<file path="src/rtl/ice_pmu_i2c_master.sv">
// Byte-level I2C master for single-register PMU reads and writes.
// A bus bit is four CLK_DIV-cycle quarters. Releasing SCL waits for scl_in high, which honours clock stretching.
module ice_pmu_i2c_master #(
  parameter logic [6:0]  DEV_ADDR = 7'h34,
  parameter logic [15:0] CLK_DIV  = 16'd50
) (
  input  logic       clk,
  input  logic       reset,
  input  logic       req_valid,
  output logic       req_ready,
  input  logic       req_write,
  input  logic [7:0] req_reg,
  input  logic [7:0] req_wdata,
  output logic       resp_valid,
  output logic [7:0] resp_rdata,
  output logic       resp_nak,
  output logic       busy,
  input  logic       scl_in,
  input  logic       sda_in,
  output logic       scl_oe,
  output logic       sda_oe
);
  typedef enum logic [3:0] {IDLE, START, TXBYTE, TXACK, RSTART, RXBYTE, MACK, STOP, DONE} state_t;

  state_t      state_q, state_d;
  logic [1:0]  qtr_q, qtr_d, byte_q, byte_d;
  logic [15:0] cnt_q, cnt_d;
  logic [2:0]  bit_q, bit_d;
  logic [7:0]  sh_q, sh_d, reg_q, reg_d, wdata_q, wdata_d, rdata_q, rdata_d;
  logic        wr_q, wr_d, nak_q, nak_d, ready_q, ready_d, busy_q, busy_d;
  logic        rv_q, rv_d, rnak_q, rnak_d, scl_oe_q, scl_oe_d, sda_oe_q, sda_oe_d;
  logic        q_end, lst, sample, q0_first;

  always_comb begin
    q_end    = (cnt_q == CLK_DIV - 16'd1);
    lst      = q_end && (qtr_q == 2'd3);
    sample   = (qtr_q == 2'd3) && (cnt_q == 16'd0);
    q0_first = (qtr_q == 2'd0) && (cnt_q == 16'd0);
    state_d = state_q; qtr_d = qtr_q; cnt_d = cnt_q; bit_d = bit_q; byte_d = byte_q;
    sh_d = sh_q; reg_d = reg_q; wdata_d = wdata_q; wr_d = wr_q; nak_d = nak_q;
    ready_d = ready_q; busy_d = busy_q; rv_d = 1'b0; rdata_d = rdata_q; rnak_d = rnak_q;

    if (state_q != IDLE && state_q != DONE) begin
      if (qtr_q == 2'd2 && cnt_q == 16'd0 && !scl_in) cnt_d = cnt_q;
      else if (q_end) begin cnt_d = 16'd0; qtr_d = qtr_q + 2'd1; end
      else cnt_d = cnt_q + 16'd1;
    end

    case (state_q)
      IDLE: if (req_valid && ready_q) begin
        state_d = START; qtr_d = 2'd3; cnt_d = 16'd0; bit_d = 3'd7; byte_d = 2'd0;
        sh_d = {DEV_ADDR, 1'b0}; reg_d = req_reg; wdata_d = req_wdata; wr_d = req_write;
        nak_d = 1'b0; ready_d = 1'b0; busy_d = 1'b1; rdata_d = 8'h00; rnak_d = 1'b0;
      end
      START: if (lst) state_d = TXBYTE;
      TXBYTE: if (lst) begin
        if (bit_q == 3'd0) state_d = TXACK;
        else begin bit_d = bit_q - 3'd1; sh_d = {sh_q[6:0], 1'b0}; end
      end
      TXACK: begin
        if (sample) nak_d = sda_in;
        if (lst) begin
          bit_d = 3'd7;
          if (nak_q) state_d = STOP;
          else if (byte_q == 2'd0) begin sh_d = reg_q; byte_d = 2'd1; state_d = TXBYTE; end
          else if (byte_q == 2'd1) begin
            if (wr_q) begin sh_d = wdata_q; byte_d = 2'd2; state_d = TXBYTE; end
            else state_d = RSTART;
          end
          else state_d = wr_q ? STOP : RXBYTE;
        end
      end
      RSTART: if (lst) begin sh_d = {DEV_ADDR, 1'b1}; byte_d = 2'd2; bit_d = 3'd7; state_d = TXBYTE; end
      RXBYTE: begin
        if (sample) sh_d = {sh_q[6:0], sda_in};
        if (lst) begin
          if (bit_q == 3'd0) state_d = MACK;
          else bit_d = bit_q - 3'd1;
        end
      end
      MACK: if (lst) state_d = STOP;
      STOP: if (lst) begin
        state_d = DONE; rv_d = 1'b1; rnak_d = nak_q;
        rdata_d = (nak_q || wr_q) ? 8'h00 : sh_q;
      end
      DONE: begin state_d = IDLE; ready_d = 1'b1; busy_d = 1'b0; end
      default: state_d = IDLE;
    endcase

    // SDA moves one cycle into Q0 so it never changes on the same cycle as SCL
    scl_oe_d = 1'b0; sda_oe_d = 1'b0;
    case (state_q)
      START: sda_oe_d = 1'b1;
      TXBYTE, TXACK, RXBYTE, MACK: begin
        scl_oe_d = ~qtr_q[1];
        sda_oe_d = q0_first ? sda_oe_q : ((state_q == TXBYTE) && !sh_q[7]);
      end
      RSTART: begin scl_oe_d = ~qtr_q[1]; sda_oe_d = (qtr_q == 2'd3); end
      STOP: begin
        scl_oe_d = ~qtr_q[1];
        sda_oe_d = q0_first ? sda_oe_q : (qtr_q != 2'd3);
      end
      default: ;
    endcase
  end

  always_ff @(posedge clk or posedge reset) begin
    if (reset) begin
      state_q <= IDLE; qtr_q <= 2'd0; cnt_q <= 16'd0; bit_q <= 3'd0; byte_q <= 2'd0;
      sh_q <= 8'h00; reg_q <= 8'h00; wdata_q <= 8'h00; wr_q <= 1'b0; nak_q <= 1'b0;
      ready_q <= 1'b1; busy_q <= 1'b0; rv_q <= 1'b0; rdata_q <= 8'h00; rnak_q <= 1'b0;
      scl_oe_q <= 1'b0; sda_oe_q <= 1'b0;
    end else begin
      state_q <= state_d; qtr_q <= qtr_d; cnt_q <= cnt_d; bit_q <= bit_d; byte_q <= byte_d;
      sh_q <= sh_d; reg_q <= reg_d; wdata_q <= wdata_d; wr_q <= wr_d; nak_q <= nak_d;
      ready_q <= ready_d; busy_q <= busy_d; rv_q <= rv_d; rdata_q <= rdata_d; rnak_q <= rnak_d;
      scl_oe_q <= scl_oe_d; sda_oe_q <= sda_oe_d;
    end
  end

  assign req_ready  = ready_q;
  assign busy       = busy_q;
  assign resp_valid = rv_q;
  assign resp_rdata = rdata_q;
  assign resp_nak   = rnak_q;
  assign scl_oe     = scl_oe_q;
  assign sda_oe     = sda_oe_q;
endmodule

</file>
<file path="config.mk">
export PLATFORM = sky130hd
export DESIGN_NAME = ice_pmu_i2c_master
export DESIGN_NICKNAME = d
export VERILOG_FILES = /design/src/rtl/ice_pmu_i2c_master.sv
export SDC_FILE = /design/constraint.sdc
export NUM_CORES = 1
export LEC_CHECK = 0
export ABC_AREA = 1
export BUFFER_PORTS_ARGS = -buffer_cell sky130_fd_sc_hd__buf_4
export CORE_ASPECT_RATIO = 1.75
export CORE_MARGIN = 3
export CORE_UTILIZATION = 46
export CTS_BUF_LIST = sky130_fd_sc_hd__clkbuf_2
export DETAILED_ROUTE_END_ITERATION = 8
export PLACE_DENSITY_LB_ADDON = 0.25
export REMOVE_ABC_BUFFERS = 1
export SETUP_SLACK_MARGIN = 0.2
export SLEW_MARGIN = 20
export SYNTH_ARGS = -nofsm -noshare
export SYNTH_HDL_FRONTEND = slang
export SYNTH_SLANG_ARGS = --single-unit
export TNS_END_PERCENT = 100
</file>
<file path="constraint.sdc">
create_clock -name clk -period 2.8 [get_ports clk]
set_input_delay 0.84 -clock clk [delete_from_list [all_inputs] [get_ports clk]]
set_output_delay 0.84 -clock clk [all_outputs]
set_load 0.03 [all_outputs]
</file>
After elaboration in Yosys (flattened, before gate mapping)

Index checks and enable logic that the tools add are counted.

Register bits: 67
Bits of input ports: 22
Output and inout bits: 14
Logic and storage cells: 160

Add/sub/neg operators: 3
Eq/ne operators: 35
Multiplexer cells: 67
Bitwise logic cells: 1
Reductions and logical operators: 37

Operators by type and width:

| kind                  | number |
|---|---|
| $mux 8                | 13 |
| $mux 16               | 5 |
| $mux 4                | 12 |
| $pmux 8 s5            | 1 |
| $ne 2x2->1 const B    | 17 |
| $pmux 4 s7            | 1 |
| $mux 2                | 13 |
| $add 16x1->16 const B | 1 |
| $eq 16x6->1 const B   | 1 |
| $eq 4x3->1 const B    | 4 |
| $logic_not 16->1      | 1 |
| $pmux 8 s2            | 1 |
| $mux 3                | 5 |
| $reduce_and 10->1     | 1 |
| $mux 1                | 9 |
| $pmux 3 s3            | 1 |
| $reduce_and 9->1      | 1 |
| $eq 4x2->1 const B    | 2 |
| $logic_and 1x1->1     | 8 |
| $pmux 1 s2            | 4 |
| $reduce_and 7->1      | 1 |
| $ne 2x1->1 const B    | 3 |
| $ne 3x3->1 const B    | 2 |
| $pmux 2 s3            | 1 |
| other kinds (24)      | 35 |

Depth between registers and ports, before layout

Gate-level depths: netlist (run 1).

Depth after elaboration: 7
Gate-level depth with buffers: 11
Depth with buffers taken out: 11

Worst setup path after synthesis (run 1)

OpenSTA, ideal clock, no wires.

Path kind: input to register
Start point: input req_valid
End point: register sh_q[0]
Library setup time: 0.117 ns
Arrival: 1.717 ns
Data required time: 2.683 ns
Slack: 0.966 ns
Stages: 9
Buffers on the path: 0
Cell sequence: nand2_1 nand2_1 nand2_1 nor2_1 nand2_2 nor2_4 nand2_4 nand2_1 nand2_1

Word-level cells in the longest chain between the ends: 3

Ends and longest elaborated chain:

| what                               | RTL line | text |
|---|---|---|
| start: declaration                 | 9        | `input logic req_valid,` |
| $logic_and 1x1->1                  | 50       | `IDLE: if (req_valid && ready_q) begin` |
| $ne 2x2->1 (no source line)        | -        |  |
| $reduce_and 10->1 (no source line) | -        |  |
| end signal: assignment             | 110      | `sh_q <= 8'h00; reg_q <= 8'h00; wdata_q <= 8'h00; wr_q <= 1'b0; nak_q <= 1'b0;` |
| end signal: assignment             | 115      | `sh_q <= sh_d; reg_q <= reg_d; wdata_q <= wdata_d; wr_q <= wr_d; nak_q <= nak_d;` |
| end: declaration                   | 29       | `logic [7:0] sh_q, sh_d, reg_q, reg_d, wdata_q, wdata_d, rdata_q, rdata_d;` |

No other way between the ends.
A chain may end at the register's enable or synchronous reset.

Worst setup path in the final report (run 1)

Start point: register ready_q, in the netlist req_ready
End point: output req_ready

RTL lines:

| what                     | RTL line | text |
|---|---|---|
| start: declaration       | 30       | `logic wr_q, wr_d, nak_q, nak_d, ready_q, ready_d, busy_q, busy_d;` |
| start signal: assignment | 116      | `ready_q <= ready_d; busy_q <= busy_d; rv_q <= rv_d; rdata_q <= rdata_d; rnak_q <= rnak_d;` |
| end: declaration         | 10       | `output logic req_ready,` |

No word-level cell between the ends.

==> results.toml, run 1 <==
[run_status]
outcome = "finished clean"

[global_route]
antenna_found_initial = 0
grt_pass1_vias = 3516
overflow = 0
track_usage = 0.224
grt_pass1_wl_um = 16200
grt_max_degree = 27

[cts]
hold_buffers = 0
clkLatencyLatePin_ps = 540
path_clk_slew_ps = 200
numCtsBuffers = 9
htree_levels = 3
cts.sinks = 67
clock-root-buffer = "clkbuf_2"
cts_setup_buffers = 0
cts_buffer_depth = 2
cts_repair_resize_count = 0
cts_tree = "done"

[worst_setup_path]
crit_chain = "buf_4"
cp_slowest_cell = "dfstp_2"
cp-end-kind = "primary output"
r2r_slack_ps = 780
crit_start = "req_ready"
crit_end = "req_ready"
critical_path_required_ps = 1960
startpoint_type = "register"
cpPeakStageDelay_ps = 580
worstRegToRegCells = 8
rr_endpoint = "cnt_q[10]"
critPathMaxFanout = 3
cp_num_buf_inv = 1
cp.depth = 1
arrival_ps = 1260
criticalPathCategory = "register to primary output"
r2r-start = "cnt_q[0]"
path_delay_family = "flip-flops"

[layout]
mostFrequentLayoutCells = "nand2_1 (168), dfrtp_1 (66), nand3_1 (52)"
layout_commonest_cell = "nand2_1"
drive_gt1_frac = 0.161
nNetsFinal = 584
n_fill_cell = 809
n_antenna_cell = 0
regArea_mm2 = 0.00168
fin_cells = 649
syn2layout_area_growth_pct = 12.0
multiInputGateArea_mm2 = 0.00184

[power]
p_switching_uw = 2090
p_int_uw = 2160
p_comb_frac = 0.496
p_per_area_mw_per_mm2 = 1000
peakVddDrop_uv = 473
power.share.sequential = 0.393
p_sw_frac = 0.492
p_leak_uw = 0.00217
p_clk_frac = 0.111

[job]
maxCapViolCount = 0

[yosys]
synthFlopType = "dfrtp_1"
synth-seq-cells = 67
synth.avg_cell_area_um2 = 7.42
yosys_warnings = 0
syn_area_mm2 = 0.00379
yosysSeqAreaShare = 0.443
synth_edf_count = 0
synth.distinct_cells = 33
postSynthCellCount = 511
synthArstFlopShare = 1.00

[detailed_routing]
drt_drc_violations_left = 0
vias = 3482
wl_per_cell_um = 14.6
drt-total-wl_um = 9480
via_per_inst = 5.37
drt_first_pass_iters = 5
drtIter0Drc = 141
ant_nets = 0

[worst_hold_path]
hold_class = "input pin to async pin"

[placement]
place_inst = 633
portBuffers = 35
dp.final_hpwl_um = 7420
place.gp.congestion = 0.928

[floorplanning]
num_rows = 43
start_util = 0.476
die_w_um = 74.6
dieHeight_um = 126
core_area_mm2 = 0.00796
num_io_pins = 36
die-area_mm2 = 0.00941

[timing]
tightestPinTransition_ps = 556
setup_viol = 0
tns_ps = 0
finalHoldViolCount = 0
clock_skew_ps = 25.9
clock.fmax_mhz = 475
holdWs_ps = 283
finalCritPeriodShare = 0.752
finalMaxSlewViolations = 0
rsz0062_at_grt = "no"
period_minus_slack_ps = 2100
slew_headroom = 0.628
sequential cells by signal, indices dropped and copies added, names as in the netlist, 2 cells and up:
register    count
state_q         4
qtr_q           2
bit_q           3
resp_rdata      8
reg_q           8
wdata_q         8
sh_q            8
cnt_q          16
byte_q          2
synth_stat cells, types with 3 or more instances:
cell type	n	share of area
nand2_1	168	0.17
dfrtp_1	66	0.44
nand3_1	52	0.069
inv_1	50	0.050
nor2_1	38	0.038
a21oi_1	21	0.028
o21ai_0	20	0.026
nand4_1	17	0.028
inv_2	11	0.011
nor3_1	9	0.012
ha_1	8	0.026
nand2_2	6	0.0099
o211ai_1	6	0.012
a22oi_1	5	0.0099
buf_2	5	0.0066
nor2_2	4	0.0066
nor2_4	3	0.0089
metal layers:
metal / track usage / vias up / share of wire / routed length [um]
met3: 0.0471 / 35 / 0.032 / 299
li1: - / 1745 / - / -
met2: 0.402 / 77 / 0.57 / 5390
met5: 0 / - / 0 / 0
met1: 0.233 / 1625 / 0.35 / 3340
met4: 0.119 / 0 / 0.047 / 442
kinds of logic after synthesis:
logic type | count (synthesis) | synth area share
flip-flops | 67 | 0.443
AO/OA/AOI/OAI | 61 | 0.0957
adder cells (fa/ha/maj) | 8 | 0.0264
buffers and inverters | 68 | 0.0710
AND/OR/NAND/NOR | 307 | 0.364
stage by stage:
| stage | setup WS [ps] | cell area [um^2] | total power (uW) | utilization |
|---|---|---|---|---|
| after floorplan | 278 | 3750 | 3160 | - |
| after global routing | 570 | 4250 | 4660 | 0.533 |
| final | 695 | 4250 | 4250 | 0.533 |
| after detailed placement | 676 | 4160 | 3810 | 0.522 |
| after CTS | 681 | 4250 | 4280 | 0.533 |
| after global placement | 710 | 4160 | 3760 | 0.522 |
worst min path at each step:
stage / startpoint / slack [ps] / to / cells past startpoint
2_1_floorplan: reg_q[0] / 440 / reg_q[0] / 2
3_3_place_gp: reg_q[7] / 450 / reg_q[7] / 2
3_5_place_dp: reg_q[6] / 460 / reg_q[6] / 2
4_1_cts: reset / 280 / resp_rdata[2] / 2
6_report: reset / 280 / resp_rdata[2] / 2
5_1_grt: reset / 270 / resp_rdata[3] / 2
power by group through the flow:
stage / Sequential (uW) / Combinational [uW] / Clock (uW)
floorplan: 1760 / 1400 / 0
global placement: 1680 / 2080 / 0
detailed placement: 1700 / 2110 / 0
CTS: 1670 / 2120 / 485
global route: 1730 / 2400 / 532
finish: 1670 / 2110 / 472
cell type report:
class                           instances  area share
Multi-Input combinational cell        376       0.434
Clock inverter                          7      0.0106
Timing Repair Buffer                   39      0.0689
Inverter                               61      0.0539
Clock buffer                            9      0.0106
Sequential cell                        67       0.395
Tap cell                               90      0.0265
No activity file was read; power rests on OpenSTA's default activity.
==> inputs of run 2 (changes only) <==
==> constraint.sdc (replaced) <==
create_clock -name clk -period 1.8 [get_ports clk]
set_input_delay 0.54 -clock clk [delete_from_list [all_inputs] [get_ports clk]]
set_output_delay 0.54 -clock clk [all_outputs]
set_load 0.03 [all_outputs]
==> results.toml, run 2 (synthesized netlist as in run 1, its figures left out) <==
[layout]
fin_cells = 722
syn2layout_area_growth_pct = 50.0
largest_register = "cnt_q"
finish.utilization = 0.714
multiInputGateArea_mm2 = 0.00243
n_fill_cell = 614
largest_register_ffs = 16
n_antenna_cell = 0
layout_commonest_cell = "nand2_1"
nNetsFinal = 657
drive_gt1_frac = 0.440
mostFrequentLayoutCells = "nand2_1 (118), buf_4 (72), dfrtp_1 (62)"
regArea_mm2 = 0.00168
fin_area_mm2 = 0.00569

[power]
report.power.total_uw = 9000
p_leak_uw = 0.00273
p_per_area_mw_per_mm2 = 1580
peakVddDrop_uv = 1160

[worst_hold_path]
holdPathEnd = "wdata_q[1]"
min_from = "req_wdata[1]"
hold_depth = 3
hold_class = "input pin to register"

[placement]
place_inst = 668
portBuffers = 35
place.gp.congestion = 0.983
dp.final_hpwl_um = 7950
post_dp_cell_area_mm2 = 0.00448

[timing]
clock.fmax_mhz = 561
rsz0062_at_grt = "yes"
holdWs_ps = 180
clock_skew_ps = 30.4
tightestPinTransition_ps = 440
finalCritPeriodShare = 0.991
finalHoldViolCount = 0
setup_viol = 0
finalMaxSlewViolations = 0
slew_headroom = 0.704
period_minus_slack_ps = 1780

[global_route]
track_usage = 0.249
antenna_found_initial = 0
grt_max_degree = 32
grt_pass1_wl_um = 17800
grt_pass1_vias = 3806
overflow = 0

[detailed_routing]
highest_layer = "met4"
drt_first_pass_iters = 4
vias = 3897
drt-total-wl_um = 12100
via_per_inst = 5.40
ant_nets = 0
wl_met1_um = 4160
wl_per_cell_um = 16.7
wl_met2_um = 7040
drtIter0Drc = 191
drt_drc_violations_left = 0
route.met3.wl_um = 348

[floorplanning]
dieHeight_um = 126
num_rows = 43
core_area_mm2 = 0.00796
die-area_mm2 = 0.00941
die_w_um = 74.6
num_io_pins = 36
start_util = 0.476

[worst_setup_path]
criticalPathCategory = "register to primary output"
r2r_slack_ps = 70
rr_endpoint = "sh_q[5]"
cp-end-kind = "primary output"
r2r-start = "state_q[3]"
critPathMaxFanout = 2
arrival_ps = 1240
cpPeakStageDelay_ps = 580
critical_path_required_ps = 1260
cp_slowest_cell = "dfstp_2"
path_delay_family = "flip-flops"
crit_chain = "buf_6"
startpoint_type = "register"
cp.depth = 1
cp_num_buf_inv = 1
worstRegToRegCells = 11

[cts]
cts.sinks = 67
clkLatencyLatePin_ps = 540
cts_buffer_depth = 2
cts_tree = "done"
path_clk_slew_ps = 210
htree_levels = 3
numCtsBuffers = 9
clock-root-buffer = "clkbuf_2"

[run_status]
outcome = "finished clean"

[job]
maxCapViolCount = 0
run 2: changes by cell type in the layout (fill, tap and decap cells not counted), sizes merged:
cell | previous run | this run
buf | 39 | 107
bufinv | 0 | 1
clkbuf | 9 | 12
clkinv | 5 | 6
clkinvlp | 2 | 1
dlygate4sd3 | 0 | 1
inv | 61 | 60
nand2 | 176 | 177
run 2: worst max-delay path by stage:
| stage | startpoint | to |
|---|---|---|
| floorplan | reset | bit_q[0] |
| global placement | cnt_q[13] | sh_q[1] |
| detailed placement | cnt_q[13] | sh_q[7] |
| CTS | req_ready | req_ready |
| global route | req_ready | req_ready |
| finish | req_ready | req_ready |
run 2: area by class of cell:
cell class | count | area share
Multi-Input combinational cell | 377 | 0.428
Sequential cell | 67 | 0.296
Timing Repair Buffer | 111 | 0.192
Inverter | 61 | 0.0442
Tap cell | 90 | 0.0198
Clock inverter | 7 | 0.0121
Clock buffer | 9 | 0.00792
run 2: per-stage QoR:
stage | worst slack [ps] | setup TNS (ps)
2_1_floorplan | -422 | -27840
3_3_place_gp | 14.3 | 0
3_5_place_dp | -60.6 | -370
4_1_cts | 7.58 | 0
5_1_grt | -55.9 | -64.8
6_report | 16.9 | 0
run 2: repair_timing:
item                                    4_1_cts  5_1_grt
setup buffers                                14       18
endpoints found under the setup margin       55       64
resized for setup                            44      163
pin swaps                                    15       44
gates cloned                                  1        4
hold buffers                                  1        0
hold endpoints to repair                     12        0
run 2: metal layers:
layer | track usage | up-vias
met4 | 0.139 | 0
met3 | 0.0463 | 40
met5 | 0 | -
met1 | 0.256 | 1859
met2 | 0.450 | 92
li1 | - | 1906
run 2: where the power goes:
group	switching [uW]	internal (uW)	leakage [uW]
registers	545	2120	0.000835
logic	3060	2390	0.00182
clock network	578	315	0.0000693
==> inputs of run 3 (changes only) <==
--- a/config.mk
+++ b/config.mk
@@ -9,7 +9,7 @@
 export BUFFER_PORTS_ARGS = -buffer_cell sky130_fd_sc_hd__buf_4
 export CORE_ASPECT_RATIO = 1.75
 export CORE_MARGIN = 3
-export CORE_UTILIZATION = 46
+export CORE_UTILIZATION = 50
 export CTS_BUF_LIST = sky130_fd_sc_hd__clkbuf_2
 export DETAILED_ROUTE_END_ITERATION = 8
 export PLACE_DENSITY_LB_ADDON = 0.25
==> results.toml, run 3 (synthesized netlist as in run 1, its figures left out) <==
[run_status]
outcome = "finished clean"

[placement]
post_dp_cell_area_mm2 = 0.00440
place.gp.congestion = 0.973
dp.final_hpwl_um = 7590
portBuffers = 35

[power]
power.share.sequential = 0.291
report.power.total_uw = 8830
p_per_area_mw_per_mm2 = 1600
p_leak_uw = 0.00267
p_switching_uw = 4240
p_int_uw = 4580
p_sw_frac = 0.481
p_clk_frac = 0.078
peakVddDrop_uv = 1090
p_comb_frac = 0.631

[global_route]
overflow = 0
track_usage = 0.264
grt_max_degree = 68
grt_pass1_wl_um = 17900
grt_pass1_vias = 3869
antenna_found_initial = 0

[worst_setup_path]
cp_slowest_cell = "dfstp_2"
arrival_ps = 1220
r2r-start = "cnt_q[0]"
cp_num_buf_inv = 1
rr_endpoint = "sh_q[3]"
cp-end-kind = "primary output"
r2r_slack_ps = 50
cpPeakStageDelay_ps = 590
critical_path_required_ps = 1260
criticalPathCategory = "register to primary output"
critPathMaxFanout = 3
path_delay_family = "flip-flops"
startpoint_type = "register"
cp.depth = 1
worstRegToRegCells = 11
crit_chain = "buf_6"

[layout]
n_fill_cell = 519
n_antenna_cell = 0
largest_register_ffs = 16
layout_commonest_cell = "nand2_1"
largest_register = "cnt_q"
fin_area_mm2 = 0.00553
finish.utilization = 0.759
mostFrequentLayoutCells = "nand2_1 (124), buf_4 (74), dfrtp_1 (63)"
nNetsFinal = 654
syn2layout_area_growth_pct = 45.9
drive_gt1_frac = 0.424

[detailed_routing]
via_per_inst = 5.76
drt_drc_violations_left = 0
drtIter0Drc = 234
drt_first_pass_iters = 5
vias = 4109
ant_nets = 0
drt-total-wl_um = 12200
wl_per_cell_um = 17.2

[cts]
clock-root-buffer = "clkbuf_2"
numCtsBuffers = 9
htree_levels = 3
cts_tree = "done"
hold_buffers = 0
cts_buffer_depth = 2
path_clk_slew_ps = 170
cts.sinks = 67
clkLatencyLatePin_ps = 520

[timing]
slew_headroom = 0.630
rsz0062_at_grt = "yes"
finalCritPeriodShare = 0.980
tightestPinTransition_ps = 551
clock_skew_ps = 29.4
setup_viol = 0
finalHoldViolCount = 0
period_minus_slack_ps = 1760
holdWs_ps = 71.1
clock.fmax_mhz = 567
tns_ps = 0
finalMaxSlewViolations = 0

[floorplanning]
core_area_mm2 = 0.00728
die_w_um = 71.8
start_util = 0.520
dieHeight_um = 121
die-area_mm2 = 0.00870
num_rows = 41
num_io_pins = 36

[worst_hold_path]
hold_class = "input pin to async pin"

[job]
maxCapViolCount = 0
## run 3: area by class of cell
type	count	area, um^2	area share
clock inverter	4	20.0	0.00362
clock buffer	10	50.0	0.00905
sequential	67	1680	0.304
inverter	61	251	0.0455
timing repair buffer	106	977	0.177
tap	86	108	0.0195
multi-input combinational	379	2440	0.442
## run 3: routing by layer
metal,vias to the layer above,track usage,part of all wire
met4,0,0.156,0.045
met5,-,0,0
met1,1977,0.275,0.34
met2,179,0.483,0.57
met3,57,0.0415,0.042
li1,1896,-,-
## run 3: per-stage QoR
stage	instances	setup slack [ps]
finish	713	36.5
global route	713	-31.8
CTS	696	13.4
detailed placement	661	-14.9
global placement	661	75.6
floorplan	504	-422
## run 3: what timing repair did
action / CTS / global route
setup endpoints to repair: 57 / 68
pin swaps: 16 / 45
resized for setup: 63 / 144
setup buffers: 18 / 16
gates cloned: 3 / 1
## run 3: power by group through the flow
stage / clock (uW) / combinational [uW] / sequential, uW
global placement: 0 / 3660 / 2500
finish: 691 / 5570 / 2570
detailed placement: 0 / 3750 / 2510
CTS: 690 / 4440 / 2500
global route: 760 / 6000 / 2630
floorplan: 0 / 2180 / 2740
## run 3: worst max-delay path by stage
stage / startpoint / to / slack, ps
after CTS: req_ready / req_ready / 10
after global placement: cnt_q[0] / sh_q[0] / 80
final: req_ready / req_ready / 40
after detailed placement: cnt_q[0] / sh_q[1] / -10
after floorplan: reset / bit_q[0] / -420
after global routing: cnt_q[0] / sh_q[3] / -30
